==> config.mk <==
export PLATFORM = sky130hd
export DESIGN_NAME = pifarb_flat
export DESIGN_NICKNAME = d
export VERILOG_FILES = /design/src/rtl/pifarb_if.sv /design/src/rtl/pifarb.sv /design/src/flat_wrapper.sv
export SDC_FILE = /design/constraint.sdc
export NUM_CORES = 1
export LEC_CHECK = 0
export ABC_AREA = 0
export CORE_ASPECT_RATIO = 0.5
export CORE_MARGIN = 2
export CORE_UTILIZATION = 42
export DETAILED_ROUTE_END_ITERATION = 7
export PLACE_DENSITY = 0.8
export SKIP_CTS_REPAIR_TIMING = 1
export SLEW_MARGIN = 30
export SYNTH_ARGS = -nofsm -noshare
export SYNTH_HDL_FRONTEND = slang
export SYNTH_SLANG_ARGS = --single-unit
==> constraint.sdc <==
create_clock -name xclk -period 2.08 [get_ports xclk]
set_clock_uncertainty 0.05 [all_clocks]
set_input_delay 0.416 -clock xclk [delete_from_list [all_inputs] [get_ports xclk]]
set_output_delay 0.416 -clock xclk [all_outputs]
set_load 0.02 [all_outputs]
==> src/rtl/pifarb_if.sv <==
// -----------------------------------------------------------------------------
// pifarb_if
// Signal bundle between the two PIF requesters, the pifarb arbiter and the
// pifctl register bus.
//   master : arbiter view. Takes requests and XO; drives acks, rdata and XI_*.
//   slave  : environment view. Requesters and pifctl.
// Requester side (x = a | b):
//   x_req, x_we, x_addr[AW], x_suba[SW], x_wdata[DW] -> arbiter
//   x_ack, x_rdata[8]                                <- arbiter
// pifctl side:
//   XI_PWr, XI_PRWA[AW], XI_PRdSubA[SW], XI_PD[DW], XI_PRdFinished <- arbiter
//   XO[8]                                                          -> arbiter
// -----------------------------------------------------------------------------
interface pifarb_if #(
   parameter int AW = 8,
   parameter int SW = 4,
   parameter int DW = 8
);
   logic          a_req;
   logic          b_req;
   logic          a_we;
   logic          b_we;
   logic [AW-1:0] a_addr;
   logic [AW-1:0] b_addr;
   logic [SW-1:0] a_suba;
   logic [SW-1:0] b_suba;
   logic [DW-1:0] a_wdata;
   logic [DW-1:0] b_wdata;
   logic          a_ack;
   logic          b_ack;
   logic [7:0]    a_rdata;
   logic [7:0]    b_rdata;
   logic          XI_PWr;
   logic [AW-1:0] XI_PRWA;
   logic [SW-1:0] XI_PRdSubA;
   logic [DW-1:0] XI_PD;
   logic          XI_PRdFinished;
   logic [7:0]    XO;

   modport master (
      input  a_req, b_req, a_we, b_we, a_addr, b_addr, a_suba, b_suba,
             a_wdata, b_wdata, XO,
      output a_ack, b_ack, a_rdata, b_rdata, XI_PWr, XI_PRWA, XI_PRdSubA,
             XI_PD, XI_PRdFinished
   );

   modport slave (
      output a_req, b_req, a_we, b_we, a_addr, b_addr, a_suba, b_suba,
             a_wdata, b_wdata, XO,
      input  a_ack, b_ack, a_rdata, b_rdata, XI_PWr, XI_PRWA, XI_PRdSubA,
             XI_PD, XI_PRdFinished
   );
endinterface

==> src/rtl/pifarb.sv <==
// -----------------------------------------------------------------------------
// pifarb
// Two-port arbiter / sequencer for the PIF register bus feeding pifctl.
// Port A (I2C slave front end) and port B (auxiliary host) each issue single
// register reads or writes; one is granted at a time. Writes produce a
// one-cycle XI_PWr strobe; reads hold the address for READ_LAT+1 cycles,
// capture XO and return it on the port's rdata with a one-cycle ack.
//
// Parameters: AW (address width), SW (read sub-address width), DW (write
//             data width), READ_LAT (address-to-XO latency, 1..15).
// Ports:
//   xclk     clock
//   sys_rst  asynchronous, active-low reset
//   bus      pifarb_if.master: requester handshakes, rdata, XI_* bus, XO
//
// Build option: define PIFARB_RR_EN for round-robin tie breaking (the port
// not granted last wins; pointer resets to B). Without it, A always wins a
// tie and no pointer register exists.
// -----------------------------------------------------------------------------
module pifarb #(
   parameter int AW       = 8,
   parameter int SW       = 4,
   parameter int DW       = 8,
   parameter int READ_LAT = 5
) (
   input  logic     xclk,
   input  logic     sys_rst,
   pifarb_if.master bus
);

   typedef enum logic [1:0] {IDLE, WR, RD, ACK} state_t;

   localparam logic [3:0] LAT    = 4'(READ_LAT);
   localparam logic       PORT_A = 1'b0;
   localparam logic       PORT_B = 1'b1;

   state_t        state_reg, state_next;
   logic [3:0]    cnt_reg, cnt_next;
   logic          gnt_reg, gnt_next;
   logic          pwr_reg, pwr_next;
   logic          fin_reg, fin_next;
   logic [1:0]    ack_reg, ack_next;
   logic [1:0]    capture;
   // The XI_* address/data registers double as the latched command: they
   // are loaded only on grant, so requester changes after grant are ignored.
   logic [AW-1:0] prwa_reg, prwa_next;
   logic [SW-1:0] suba_reg, suba_next;
   logic [DW-1:0] pd_reg, pd_next;

   logic [1:0]    req;
   logic          winner;
   logic          sel_we;
   logic [AW-1:0] sel_addr;
   logic [SW-1:0] sel_suba;
   logic [DW-1:0] sel_wdata;

   assign req = {bus.b_req, bus.a_req};

`ifdef PIFARB_RR_EN
   logic ptr_reg, ptr_next;
`endif

   // Winner selection for the IDLE cycle
   always_comb begin
      winner = PORT_A;
      if (req == 2'b10) begin
         winner = PORT_B;
      end else if (req == 2'b11) begin
`ifdef PIFARB_RR_EN
         winner = (ptr_reg == PORT_B) ? PORT_A : PORT_B;
`else
         winner = PORT_A;
`endif
      end
   end

   assign sel_we    = (winner == PORT_B) ? bus.b_we    : bus.a_we;
   assign sel_addr  = (winner == PORT_B) ? bus.b_addr  : bus.a_addr;
   assign sel_suba  = (winner == PORT_B) ? bus.b_suba  : bus.a_suba;
   assign sel_wdata = (winner == PORT_B) ? bus.b_wdata : bus.a_wdata;

   // Next-state and registered-output logic
   always_comb begin
      state_next = state_reg;
      cnt_next   = cnt_reg;
      gnt_next   = gnt_reg;
      pwr_next   = 1'b0;
      fin_next   = 1'b0;
      ack_next   = 2'b00;
      capture    = 2'b00;
      prwa_next  = prwa_reg;
      suba_next  = suba_reg;
      pd_next    = pd_reg;
`ifdef PIFARB_RR_EN
      ptr_next   = ptr_reg;
`endif
      case (state_reg)
         IDLE: begin
            if (|req) begin
               gnt_next  = winner;
`ifdef PIFARB_RR_EN
               ptr_next  = winner;
`endif
               prwa_next = sel_addr;
               if (sel_we) begin
                  state_next = WR;
                  pwr_next   = 1'b1;
                  pd_next    = sel_wdata;
               end else begin
                  state_next = RD;
                  suba_next  = sel_suba;
                  cnt_next   = 4'd0;
               end
            end
         end
         WR: begin
            state_next        = ACK;
            ack_next[gnt_reg] = 1'b1;
         end
         RD: begin
            // Compare happens before the counter can overflow (LAT <= 15)
            if (cnt_reg == LAT) begin
               state_next        = ACK;
               ack_next[gnt_reg] = 1'b1;
               capture[gnt_reg]  = 1'b1;
               fin_next          = 1'b1;
            end else begin
               cnt_next = cnt_reg + 4'd1;
            end
         end
         ACK: begin
            state_next = IDLE;
         end
         default: begin
            state_next = IDLE;
         end
      endcase
   end

   always_ff @(posedge xclk or negedge sys_rst) begin
      if (!sys_rst) begin
         state_reg <= IDLE;
         cnt_reg   <= 4'd0;
         gnt_reg   <= PORT_A;
         pwr_reg   <= 1'b0;
         fin_reg   <= 1'b0;
         ack_reg   <= 2'b00;
         prwa_reg  <= '0;
         suba_reg  <= '0;
         pd_reg    <= '0;
      end else begin
         state_reg <= state_next;
         cnt_reg   <= cnt_next;
         gnt_reg   <= gnt_next;
         pwr_reg   <= pwr_next;
         fin_reg   <= fin_next;
         ack_reg   <= ack_next;
         prwa_reg  <= prwa_next;
         suba_reg  <= suba_next;
         pd_reg    <= pd_next;
      end
   end

`ifdef PIFARB_RR_EN
   always_ff @(posedge xclk or negedge sys_rst) begin
      if (!sys_rst) begin
         ptr_reg <= PORT_B;
      end else begin
         ptr_reg <= ptr_next;
      end
   end
`endif

   // Per-port read data, held until that port's next read completes
   for (genvar gi = 0; gi < 2; gi++) begin : g_port
      logic [7:0] rdata_reg;
      always_ff @(posedge xclk or negedge sys_rst) begin
         if (!sys_rst) begin
            rdata_reg <= 8'h00;
         end else if (capture[gi]) begin
            rdata_reg <= bus.XO;
         end
      end
   end

   assign bus.a_ack          = ack_reg[0];
   assign bus.b_ack          = ack_reg[1];
   assign bus.a_rdata        = g_port[0].rdata_reg;
   assign bus.b_rdata        = g_port[1].rdata_reg;
   assign bus.XI_PWr         = pwr_reg;
   assign bus.XI_PRWA        = prwa_reg;
   assign bus.XI_PRdSubA     = suba_reg;
   assign bus.XI_PD          = pd_reg;
   assign bus.XI_PRdFinished = fin_reg;

endmodule

==> src/flat_wrapper.sv <==
// flat-port wrapper written by rule: the top's interface ports become plain ports
module pifarb_flat 
#(
   parameter int AW       = 8,
   parameter int SW       = 4,
   parameter int DW       = 8,
   parameter int READ_LAT = 5
)
  (xclk, sys_rst, bus_a_req, bus_b_req, bus_a_we, bus_b_we, bus_a_addr, bus_b_addr, bus_a_suba, bus_b_suba, bus_a_wdata, bus_b_wdata, bus_XO, bus_a_ack, bus_b_ack, bus_a_rdata, bus_b_rdata, bus_XI_PWr, bus_XI_PRWA, bus_XI_PRdSubA, bus_XI_PD, bus_XI_PRdFinished);
  pifarb_if #(.AW(AW), .SW(SW), .DW(DW)) bus_i ();
  input  logic xclk;
  input  logic sys_rst;
  input wire logic [$bits(bus_i.a_req)-1:0] bus_a_req;
  input wire logic [$bits(bus_i.b_req)-1:0] bus_b_req;
  input wire logic [$bits(bus_i.a_we)-1:0] bus_a_we;
  input wire logic [$bits(bus_i.b_we)-1:0] bus_b_we;
  input wire logic [$bits(bus_i.a_addr)-1:0] bus_a_addr;
  input wire logic [$bits(bus_i.b_addr)-1:0] bus_b_addr;
  input wire logic [$bits(bus_i.a_suba)-1:0] bus_a_suba;
  input wire logic [$bits(bus_i.b_suba)-1:0] bus_b_suba;
  input wire logic [$bits(bus_i.a_wdata)-1:0] bus_a_wdata;
  input wire logic [$bits(bus_i.b_wdata)-1:0] bus_b_wdata;
  input wire logic [$bits(bus_i.XO)-1:0] bus_XO;
  output wire logic [$bits(bus_i.a_ack)-1:0] bus_a_ack;
  output wire logic [$bits(bus_i.b_ack)-1:0] bus_b_ack;
  output wire logic [$bits(bus_i.a_rdata)-1:0] bus_a_rdata;
  output wire logic [$bits(bus_i.b_rdata)-1:0] bus_b_rdata;
  output wire logic [$bits(bus_i.XI_PWr)-1:0] bus_XI_PWr;
  output wire logic [$bits(bus_i.XI_PRWA)-1:0] bus_XI_PRWA;
  output wire logic [$bits(bus_i.XI_PRdSubA)-1:0] bus_XI_PRdSubA;
  output wire logic [$bits(bus_i.XI_PD)-1:0] bus_XI_PD;
  output wire logic [$bits(bus_i.XI_PRdFinished)-1:0] bus_XI_PRdFinished;
  assign bus_i.a_req = bus_a_req;
  assign bus_i.b_req = bus_b_req;
  assign bus_i.a_we = bus_a_we;
  assign bus_i.b_we = bus_b_we;
  assign bus_i.a_addr = bus_a_addr;
  assign bus_i.b_addr = bus_b_addr;
  assign bus_i.a_suba = bus_a_suba;
  assign bus_i.b_suba = bus_b_suba;
  assign bus_i.a_wdata = bus_a_wdata;
  assign bus_i.b_wdata = bus_b_wdata;
  assign bus_i.XO = bus_XO;
  assign bus_a_ack = bus_i.a_ack;
  assign bus_b_ack = bus_i.b_ack;
  assign bus_a_rdata = bus_i.a_rdata;
  assign bus_b_rdata = bus_i.b_rdata;
  assign bus_XI_PWr = bus_i.XI_PWr;
  assign bus_XI_PRWA = bus_i.XI_PRWA;
  assign bus_XI_PRdSubA = bus_i.XI_PRdSubA;
  assign bus_XI_PD = bus_i.XI_PD;
  assign bus_XI_PRdFinished = bus_i.XI_PRdFinished;
  pifarb #(.AW(AW), .SW(SW), .DW(DW), .READ_LAT(READ_LAT)) u_core (.xclk(xclk), .sys_rst(sys_rst), .bus(bus_i));
endmodule
After elaboration in Yosys (flattened, before gate mapping) --
Index checks and enable logic that the tools add are counted.
Storage, ports and cells: bits in registers 47, bits of input ports 54, output and inout bits 40, word-level logic and storage cells 56
Cells by class: $add $sub $neg 1, order comparisons 2, equal/unequal tests 9, mux-type cells 23, bitwise gates (word level) 1, reductions and logical operators 9
Operators by type and width (count):
- $mux W4 | 4
- $mux W8 | 2
- $mux W2 | 5
- $mux W1 | 8
- $pmux W2 S4 | 1
- $pmux W4 S2 | 1
- $eq A2 B2 Y1 const B | 3
- $reduce_and A3 Y1 | 2
- $add A4 B1 Y4 const B | 1
- $eq A4 B3 Y1 const B | 1
- $ne A2 B1 Y1 const B | 2
- $ne A2 B2 Y1 const B | 2
- $pmux W2 S2 | 1
- $reduce_and A2 Y1 | 2
- $reduce_and A4 Y1 | 1
- $eq A2 B1 Y1 const B | 1
- $logic_not A2 Y1 | 1
- $lt A1 B2 Y1 const B | 1
- $reduce_bool A2 Y1 | 1
- $reduce_or A2 Y1 | 1
- $demux W1 S1 | 1
- $ge A1 B1 Y1 const B | 1
- $logic_and A1 B1 Y1 | 1
- $not A1 Y1 | 1

Depth between registers and ports, before layout --
word-level depth 6, depth in mapped cells 7, mapped depth without buffers 6

Worst setup path after synthesis --
No wires, ideal clock.
kind register to register, start register u_core.state_reg[0], end register u_core.g_port[0].rdata_reg[0] (netlist: u_core.bus.a_rdata[0]), library setup time 125 ps, arrival time 1575 ps, data required time 1905 ps, setup slack 330 ps, stages on the path, launching flop included 6, path buffers 0, period minus slack after synthesis 1750 ps, cell sequence dfrtp_1 inv_1 ha_1 nand4b_1 nor2_2 mux2_2
Between the ends: cells in the longest elaborated chain, start to end 2
RTL lines:
- start, declared | line pifarb.sv:37 | state_t state_reg, state_next;
- start signal, assigned | line pifarb.sv:152 | state_reg <= state_next;
- $eq A2 B2 Y1 | line pifarb.sv:97 | case (state_reg)
- $mux W2 | line pifarb.sv:97
- end signal, assigned | line pifarb.sv:181 | rdata_reg <= bus.XO;
- end, declared | line pifarb.sv:176 | logic [7:0] rdata_reg;
No other way between the ends. A chain may end at the register's enable or synchronous reset.

Worst setup path in the final report --
start input bus_b_req, end register u_core.cnt_reg[3]
Between the ends: cells in the longest elaborated chain, start to end 5, elaborated cells on any way between the ends 7, classes of those cells 3 x eq/ne; 2 x mux; 2 x reduce/logical
RTL lines:
- start, declared | line flat_wrapper.sv:14 | input wire logic [$bits(bus_i.b_req)-1:0] bus_b_req;
- $eq A2 B2 Y1 | line pifarb.sv:66 | if (req == 2'b10) begin
- $mux W1 | line pifarb.sv:66
- $mux W1 | line pifarb.sv:77 | assign sel_we = (winner == PORT_B) ? bus.b_we : bus.a_we;
- $ne A2 B2 Y1 (no line)
- $reduce_and A4 Y1 (no line) (*)
- end signal, assigned | line pifarb.sv:153 | cnt_reg <= cnt_next;
- end, declared | line pifarb.sv:38 | logic [3:0] cnt_reg, cnt_next;
Every way passes the cells marked *; elsewhere a longest branch is shown, timed or not.

==> metrics <==
Peak Freq 0.547 GHz; post-route insts no fill 363; Die W 105 um; status finished, final reports clean; Clk pin slew, worst setup/hold paths 0.09 ns; sequential share of the synthesized area 0.546; slew at the pin with the worst max-slew slack 0.612 ns; Setup CP Type in2reg; Sinks on Clock Net 47; crit path from bus_b_req; Area Growth Syn to Fin 53.3%; Worst Path Required 2.21 ns; Final Wtd Congestion 0.850; maximum VDD drop 643 uV; FP Rows 18; synthesized net count 250; Reg2Reg Depth 6; Post-synth top cells 47 x dfrtp_1, 16 x mux2_2, 15 x nand2_1, 15 x o21ai_0, 14 x o22ai_1; post-route minimum period 1.83 ns; Max FO, Critical Path 5; Yosys top cell area share 0.546; Warnings, synthesis 0; core box area 0.00493 sq mm; Initial DRT Pass Iterations 4; Final Net Count 352; Leak 1.45 nW; Die ar. 0.00575 sq mm; crit share post-route 0.878; ys async rst share 1.00; layout cell share with drive strength beyond 1 0.140; starting density of the core 0.437; Total GRT Usage 0.180; DIE HEIGHT 54.6 um; WL final 5130 um; pre-CTS setup slack -0.0608 ns; Placed Cells 355; max-slew violation count 0; IO Count 94; # fillers 386; storage element area 0.00118 sq mm; crit path launch type input port; unrepaired setup endpoints after global routing no; CTS tree built; cell count after synthesis 190; Crit path arrival time 1.95 ns; Hold Crit Class in2async; total number of vias 1783; register bit count reported by yosys 47; Final setup viols 0; synth top area cells dfrtp_1 55%, mux2_2 8.4%, mux2i_1 6.0%; number of synthesized flops with an enable pin 0; Initial DRC Count 68; Clk Latency, worst-skew pair 0.30 ns; maximum number of pins on one net before global-route repair 29; most common cell in the netlist dfrtp_1; Post-Syn Area 0.00215 sq mm; Clock H-tree levels 2; n_diodes 0; worst relative slew slack 0.592; first-pass GRT wire length 7960 um; DP HPWL 4000 um; root buffer cell clkbuf_8; P per Cell Area 1230 mW/mm^2; Max-Cap Viols 0; final hold vios 0; ys flop type dfrtp_1; Remaining Overflow, GRT 0; antenna violations before repair 0; post-synth top area cell dfrtp_1; ANT nets after route 0; wire length per cell 14.1 um; footprint of the multi-input gates 913 sq um; Synth cell types 37; reg-to-reg critical path startpoint u_core.state_reg[0]$_DFFE_PN0P_; DRC errors left 0; Max clock buf depth 2; Num CTS Buffers 5; crit end category flop; count of buffers from port buffering 93; Syn Area/Cell 11.3 sq um; vias in the first global route 1720; final worst setup slack 0.253 ns; DR vias/cell 4.91
cell families after synthesis:
logic type	count (synthesis)	synth area share
fa+ha+maj	6	0.0349
buf+inv	15	0.0296
flops	47	0.546
mux	29	0.144
simple gates	42	0.102
compound gates	51	0.144
worst max-delay path, stage by stage:
cell,delay (ns)
clkdlybuf4s50_1,0.53
or3b_1,0.41
and3_1,0.23
o21ai_0,0.25
o41ai_2,0.12
layout by cell type, fill, tap and decap left out, types with 2 or more instances in the layout:
master,netlist,routed
ha_1,6,6
nand2b_1,2,2
nand2_1,15,15
nor2b_1,2,2
clkbuf_8,0,5
o21ai_0,15,15
clkdlybuf4s50_1,0,92
a21boi_0,2,2
o21ai_1,4,4
buf_4,1,8
mux2_2,16,16
a21oi_1,9,9
mux2i_1,13,13
inv_1,8,8
and2_1,2,2
nor2_1,7,7
o22ai_1,14,14
nand3b_1,3,3
clkinv_2,0,2
dfrtp_1,47,47
path summary, 6_finish.rpt:
| kind | endpoint | slack, ns |
|---|---|---|
| max | u_core.cnt_reg[3]$_DFFE_PN0P_ | 0.25 |
| min | u_core.bus.XI_PRdSubA[3]$_DFFE_PN0P_ | 0.06 |
| max reg2reg | u_core.state_reg[0]$_DFFE_PN0P_ | 0.34 |
| min reg2reg | u_core.bus.XI_PD[2]$_DFFE_PN0P_ | 0.44 |
| max in group asynchronous | u_core.bus.b_rdata[3]$_DFFE_PN0P_ | 1.34 |
| min in group xclk | u_core.bus.XI_PD[2]$_DFFE_PN0P_ | 0.44 |
metrics by stage:
step	TNS (ns)	util	hold slack (ns)	area (sq um)	power, mW
floorplan	0	-	0.0704	2150	2.57
global placement	0	0.651	0.411	3210	3.46
detailed placement	-0.0608	0.651	0.418	3210	3.53
CTS	0	0.669	0.0806	3300	4.09
global route	0	0.669	0.0893	3300	4.32
finish	0	0.669	0.0642	3300	4.05
layout make-up:
| type | instances | area share |
|---|---|---|
| flip-flops and latches | 47 | 0.356 |
| repair buffers | 102 | 0.305 |
| multi-input cells | 128 | 0.277 |
| well taps | 70 | 0.0265 |
| clock buffers | 5 | 0.0208 |
| inverters | 8 | 0.00910 |
| clock inverters | 3 | 0.00569 |
per-layer routing:
layer | track usage | share of wire
met5 | 0 | 0
met4 | 0.0733 | 0.014
met3 | 0.0405 | 0.038
met2 | 0.317 | 0.49
met1 | 0.224 | 0.46
power by group:
part	switching, mW	internal [mW]	leakage, nW	total (mW)
registers	0.222	1.27	0.590	1.49
clock network	0.316	0.237	0.0483	0.553
logic	0.999	1.01	0.808	2.01
total	1.54	2.51	1.45	4.05
(Power assumes the default switching activity.)
